File: config.mk
export PLATFORM = sky130hd
export DESIGN_NAME = core_pkt_initiator
export DESIGN_NICKNAME = d
export VERILOG_FILES = /design/src/rtl/core_pkt_pkg.sv /design/src/rtl/core_pkt_initiator.sv
export SDC_FILE = /design/constraint.sdc
export NUM_CORES = 1
export LEC_CHECK = 0
export ABC_AREA = 1
export BUFFER_PORTS_ARGS = -buffer_cell sky130_fd_sc_hd__buf_4
export CAP_MARGIN = 20
export CORE_AREA = 2 2 110 85
export CTS_BUF_LIST = sky130_fd_sc_hd__clkbuf_8
export DETAILED_ROUTE_END_ITERATION = 10
export DIE_AREA = 0 0 112 87
export GPL_TIMING_DRIVEN = 0
export SLEW_MARGIN = 20
export SYNTH_ARGS = -nofsm -noshare
export SYNTH_HDL_FRONTEND = slang
export SYNTH_SLANG_ARGS = --single-unit
export TNS_END_PERCENT = 100
File: constraint.sdc
create_clock -name clk -period 2.1 [get_ports clk]
set_input_delay 0.42 -clock clk [delete_from_list [all_inputs] [get_ports clk]]
set_output_delay 0.42 -clock clk [all_outputs]
set_load 0.005 [all_outputs]
File: src/rtl/core_pkt_pkg.sv
// core_pkt_pkg: command codes, packet field layout, packer and FSM states shared by host initiator and core decoder.
package core_pkt_pkg;
  localparam logic [7:0] CMD_WR_IN  = 8'hFF;
  localparam logic [7:0] CMD_WR_W   = 8'hF0;
  localparam logic [7:0] CMD_RD_IN  = 8'h0F;
  localparam logic [7:0] CMD_RD_W   = 8'h00;
  localparam logic [7:0] CMD_RD_OUT = 8'hAA;
  localparam logic [7:0] CMD_MATMUL = 8'h01;
  localparam int CORE_MSB = 31;
  localparam int CORE_LSB = 26;
  localparam int CMD_MSB  = 25;
  localparam int CMD_LSB  = 18;
  localparam int ROW_MSB  = 17;
  localparam int ROW_LSB  = 16;
  localparam int COL_MSB  = 15;
  localparam int COL_LSB  = 8;
  localparam int VAL_MSB  = 7;
  localparam int VAL_LSB  = 0;
  typedef enum logic [2:0] {S_IDLE, S_SEND, S_WAIT_RSP, S_POP, S_CAPTURE} state_t;
  function automatic logic [31:0] pkt_pack(input logic [5:0] core, input logic [7:0] cmd,
                                           input logic [1:0] row, input logic [1:0] col,
                                           input logic [7:0] value);
    logic [31:0] p;
    p = '0;
    p[CORE_MSB:CORE_LSB] = core;
    p[CMD_MSB:CMD_LSB]   = cmd;
    p[ROW_MSB:ROW_LSB]   = row;
    p[COL_MSB:COL_LSB]   = {6'd0, col};
    p[VAL_MSB:VAL_LSB]   = value;
    return p;
  endfunction
  function automatic logic cmd_is_read(input logic [7:0] cmd);
    return cmd == CMD_RD_IN || cmd == CMD_RD_W || cmd == CMD_RD_OUT;
  endfunction
endpackage

File: src/rtl/core_pkt_initiator.sv
// core_pkt_initiator: packs one host command into a core packet, pushes it downstream, and pops the reply for reads.
// Optional reply timeout enabled by defining CORE_PKT_TIMEOUT_EN.
import core_pkt_pkg::*;
module core_pkt_initiator #(
  parameter logic [5:0] CORE_ID     = 6'd0,
  parameter int         TIMEOUT_W   = 16,
  parameter int         TIMEOUT_MAX = 1000
) (
  input  logic        clk,
  input  logic        rst_n,
  input  logic        req_valid,
  output logic        req_ready,
  input  logic        req_core_sel,
  input  logic [5:0]  req_core,
  input  logic [7:0]  req_cmd,
  input  logic [1:0]  req_row,
  input  logic [1:0]  req_col,
  input  logic [7:0]  req_value,
  output logic [31:0] pkt_dout,
  output logic        pkt_wr_en,
  input  logic        pkt_full,
  input  logic [7:0]  rsp_din,
  input  logic        rsp_empty,
  output logic        rsp_rd_en,
  input  logic        rsp_valid,
  output logic        out_valid,
  output logic [7:0]  out_data,
  output logic        out_timeout,
  output logic        busy,
  output logic [15:0] pkt_count
);
  state_t state, next;
  logic   is_read;
  logic   tmo_hit;
`ifdef CORE_PKT_TIMEOUT_EN
  logic [TIMEOUT_W-1:0] tmo_cnt;
  assign tmo_hit = state == S_WAIT_RSP && tmo_cnt == TIMEOUT_W'(TIMEOUT_MAX);
  always_ff @(posedge clk or negedge rst_n)
    if (!rst_n) tmo_cnt <= '0;
    else tmo_cnt <= state == S_WAIT_RSP ? tmo_cnt + 1'b1 : '0;
`else
  assign tmo_hit = 1'b0;
`endif
  assign req_ready   = state == S_IDLE;
  assign busy        = state != S_IDLE;
  assign out_timeout = tmo_hit;
  always_comb begin
    next      = state;
    pkt_wr_en = 1'b0;
    rsp_rd_en = 1'b0;
    out_valid = 1'b0;
    case (state)
      S_IDLE:     next = req_valid ? S_SEND : S_IDLE;
      S_SEND: if (!pkt_full) begin
        pkt_wr_en = 1'b1;
        next      = is_read ? S_WAIT_RSP : S_IDLE;
      end
      S_WAIT_RSP: if (tmo_hit) begin
        out_valid = 1'b1;
        next      = S_IDLE;
      end else if (!rsp_empty) begin
        rsp_rd_en = 1'b1;
        next      = S_POP;
      end
      S_POP:      next = rsp_valid ? S_CAPTURE : S_POP;
      S_CAPTURE: begin
        out_valid = 1'b1;
        next      = S_IDLE;
      end
      default:    next = S_IDLE;
    endcase
  end
  always_ff @(posedge clk or negedge rst_n)
    if (!rst_n) begin
      state     <= S_IDLE;
      pkt_dout  <= '0;
      is_read   <= 1'b0;
      out_data  <= '0;
      pkt_count <= '0;
    end else begin
      state <= next;
      if (state == S_IDLE && req_valid) begin
        pkt_dout <= pkt_pack(req_core_sel ? req_core : CORE_ID, req_cmd, req_row, req_col, req_value);
        is_read  <= cmd_is_read(req_cmd);
      end
      if (state == S_POP && rsp_valid) out_data <= rsp_din;
      if (pkt_wr_en) pkt_count <= pkt_count + 16'd1;
    end
endmodule
# Yosys cells after proc, flatten, opt, wreduce, memory -nomap -nowiden

Cells that the tools add are included.

Register bits after elaboration: 54
Logic and storage cells: 34

Mux-type cells: 12
Equality and inequality tests: 8
Add/sub/neg operators: 1
Reduce and logical (&&, ||, !) cells: 8

Operators with widths:

| kind                    | count |
|---|---|
| $add A16 B1 Y16 const B | 1 |
| $pmux W3 S4             | 1 |
| $mux W3                 | 3 |
| $eq A8 B4 Y1 const B    | 1 |
| $eq A8 B8 Y1 const B    | 1 |
| $logic_not A8 Y1        | 1 |
| $eq A3 B2 Y1 const B    | 2 |
| $mux W1                 | 6 |
| $mux W6                 | 1 |
| $ne A2 B2 Y1 const B    | 2 |
| $eq A3 B1 Y1 const B    | 1 |
| $eq A3 B3 Y1 const B    | 1 |
| $logic_not A3 Y1        | 1 |
| $reduce_bool A3 Y1      | 1 |
| $logic_and A1 B1 Y1     | 2 |
| $logic_or A1 B1 Y1      | 2 |
| $mux W2                 | 1 |
| $reduce_and A2 Y1       | 1 |

# Depth between registers and ports, before layout

Word-level depth: 3
Depth in mapped cells: 9

# Worst setup path before layout

No wires, ideal clock.

Path kind: reg2out
Start: register state[2]
End: output port pkt_wr_en
Data arrival time: 0.845 ns
Slack: 0.835 ns
Cell stages (with the launch flop): 4
Path through: dfrtp_1 > nor2_4 > nand3_4 > inv_2

Word-level cells in the longest chain between the ends: 2

RTL lines:

| what                   | RTL line                 | RTL |
|---|---|---|
| from (decl)            | core_pkt_initiator.sv:32 | `state_t state, next;` |
| from (signal assigned) | core_pkt_initiator.sv:81 | `state <= next;` |
| $eq A3 B1 Y1           | core_pkt_initiator.sv:52 | `case (state)` |
| $mux W1                | core_pkt_initiator.sv:52 |  |
| to (decl)              | core_pkt_initiator.sv:20 | `output logic pkt_wr_en,` |

Every way passes these cells.

# Worst setup path in the final report

Ends and elaborated chain as after synthesis.

==> results.md <==
- Total power: about 4 mW
- CTS sink count: between 50 and 60
- Max Buffers Root-to-Sink: 2
- Post-synthesis mux area share: 0%
- Crit-path cells: nor2_4 -> nand3_4 -> inv_2 -> buf_4
- RSZ-0062 raised after global routing: no
- Max IR drop VDD: between 0.5 and 0.6 mV
- Distinct cells, synth: 30
- Max stage delay on crit path: 470 ps
- Wire length per cell: between 10 and 15 um
- Worst Setup Slack, final: about 270 ps
- Post-CTS Resized: 0
- Post-CTS Setup Repair Bufs: 0
- Final slew viol count: 0
- Critical Path Start Type: register
- Final worst path period need: between 1500 and 2000 ps
- Worst reg2reg path depth: 7
- Core area: around 8800 um^2
- Worst-Skew Late Latency: approximately 300 ps
- Hold Fails Final Rpt: 0
- GR Util All Layers: a little over an eighth
- Pre-Repair DR Iteration Count: 4
- Reg area: ~1400 um^2
- Initial Utilization: 28.9%
- Critical Path RT: 1680 ps
- Commonest cells after routing, fill and taps aside: nand2_1, buf_4, dfrtp_1
- CP Capture Type: output port
- Ys Warns: 0
- Hold Buf Count CTS: 0
- Worst Path Buf+Inv: 2
- Die Span Y: a little under 90 um
- Multi-input logic area: slightly above 1000 um^2
- Max_cap viols: 0
- Post-layout util: between 40% and 50%
- Leakage power figure: roughly 1.9 nW
- Row cnt: 30
- Largest family of logic cells by synthesized area: simple AND/OR/NAND/NOR gates
- NumNets Final: approximately 440
- Max Clock Skew: 4.15 ps
- Post-Synth Simple-Gate Area: 33.2%
- Worst reg2reg setup slack: around 680 ps
- Initial antenna violation count: 0
- Measured slew at the worst slew-check pin: about 720 ps
- Worst EP arrival: between 1000 and 1500 ps
- DP HPWL: ~4.6 mm
- Synth Area in Compound Gates: around 2.8%
- Commonest non-fill, non-tap cell in the layout: nand2_1
- Total CTS buffers: 5
- Run status: finished, final reports clean
- IO Port Bufs: between 90 and 100
- Fin Setup TNS: 0 ps
- Top delay family on crit path: flip-flops
- Total wire length: about 6 mm
- Die width: ~110 um
- Synth-to-layout area growth: 39.0%
- Adder-cell area share of the yosys netlist: less than 1%
- Post-Synthesis Cell Area: roughly 2500 um^2
- Ranking of synthesized cells by area: dfrtp_1, nand2_1, o21ai_2
- Io pins: between 100 and 150
- Vias in the first global route: 2225
- Final period util: approximately 87%
- Largest net degree at the start of global routing: 55
- Drt drc: 0
- Synthesized area per cell: a little under 9 um^2
- Critical path class: reg2out
- Pwr per Cell Area: roughly 1100 nW/um^2
- Peak clock frequency supported by timing: roughly 550 MHz
- Worst-path maximum fanout: 6
- 1st-iter DRT viols: 82
- CTS tree: built
- Hold WC Path Type: in2async
- Clock transition at the registers of the reported paths: about 90 ps
- # diodes: 0
- DIE AREA: a little under 10000 um^2
- Xor and xnor area share after synthesis: under 10%
- CTS H-tree lvls: 2
- Antenna-violating nets left: 0
- Critical R2R Launch: state[2]
- Vias: roughly 2.2k
- Setup WS pre-CTS: slightly below 600 ps
- GR Overflow Total: 0
- Post-Synthesis Cells: slightly below 300
- FF-to-FF End: pkt_dout[24]
- GP Congestion: 0.791
- Setup violators final: 0
- Fillers: 908
- Sequential fraction of the synthesis area: between 50 and 60%
- First-pass GRT wire length: 10.4 mm
- Largest area contributor in the netlist: dfrtp_1
- Via/cell ratio: about 4.3
- CTS Root Buffer Type: clkbuf_8
- Slew HR: a little over half
- Critical path's slowest cell: dfrtp_1
- Layout cells sized above 1: 33.2%
- #FFs+latches synth: 54
- Top cell type's share of synthesized area: 53.3%
[state kept, by name (all words and copies together) (netlist names)]
register and flops:
out_data 8, pkt_count 16, state 3, pkt_dout 26, is_read 1
[routing by layer]
layer	vias to the layer above	part of all wire (%)	global-route usage (%)
li1	1115	-	-
met1	1020	48	17.1
met2	63	46	21.8
met3	9	4.7	2.57
met4	0	1.8	4.55
met5	-	0	0
[where the power goes]
part | switching (mW) | internal [mW] | leakage (nW)
Clock | 0.336 | 0.382 | 0.0573
Combinational | 0.738 | 0.816 | 1.16
Sequential | 0.257 | 1.41 | 0.692
[cell type report]
type | count | share of cell area, %
timing repair buffer | 95 | 20.2
tap | 112 | 3.98
clock inverter | 1 | 0.852
inverter | 18 | 2.20
multi-input combinational | 215 | 29.3
sequential | 54 | 38.3
buffer | 12 | 2.80
clock buffer | 6 | 2.34
[cells in the mapped netlist, drive strengths merged]
cell type and instances:
nand2 142, inv 18, nand4 5, ha 1, buf 12, nor3b 2, xnor2 4, dfrtp 54
conb 1, nand3b 5, nor3 2, o21ai 9, nand3 12, and3 1, nor2 19, nor4 1
xor2 5
[through the flow]
stage,hold slack [ps],instance area [um^2],instances
after floorplan,124,2560,299
after global routing,213,3520,513
after CTS,193,3520,513
after global placement,455,3410,506
after detailed placement,465,3410,506
final,168,3520,513
[kinds of logic after synthesis]
family                     count (synthesis)
adders and majority gates                  1
AOI/OAI and AO/OA                          9
other                                      1
xor gates and xnor gates                   9
buffers and inverters                     30
DFF                                       54
and+or+nand+nor                          189
[how the worst max path moves through the flow]
stage / endpoint / slack (ps) / depth (start not counted) / from
after detailed placement: pkt_wr_en / 590 / 4 / state[2]
after floorplan: pkt_wr_en / 840 / 3 / state[2]
after global routing: pkt_wr_en / 160 / 4 / state[2]
after CTS: pkt_wr_en / 240 / 4 / state[2]
after global placement: pkt_wr_en / 600 / 5 / pkt_full
final: pkt_wr_en / 270 / 4 / state[2]
Power figures use the tool's default switching activity.
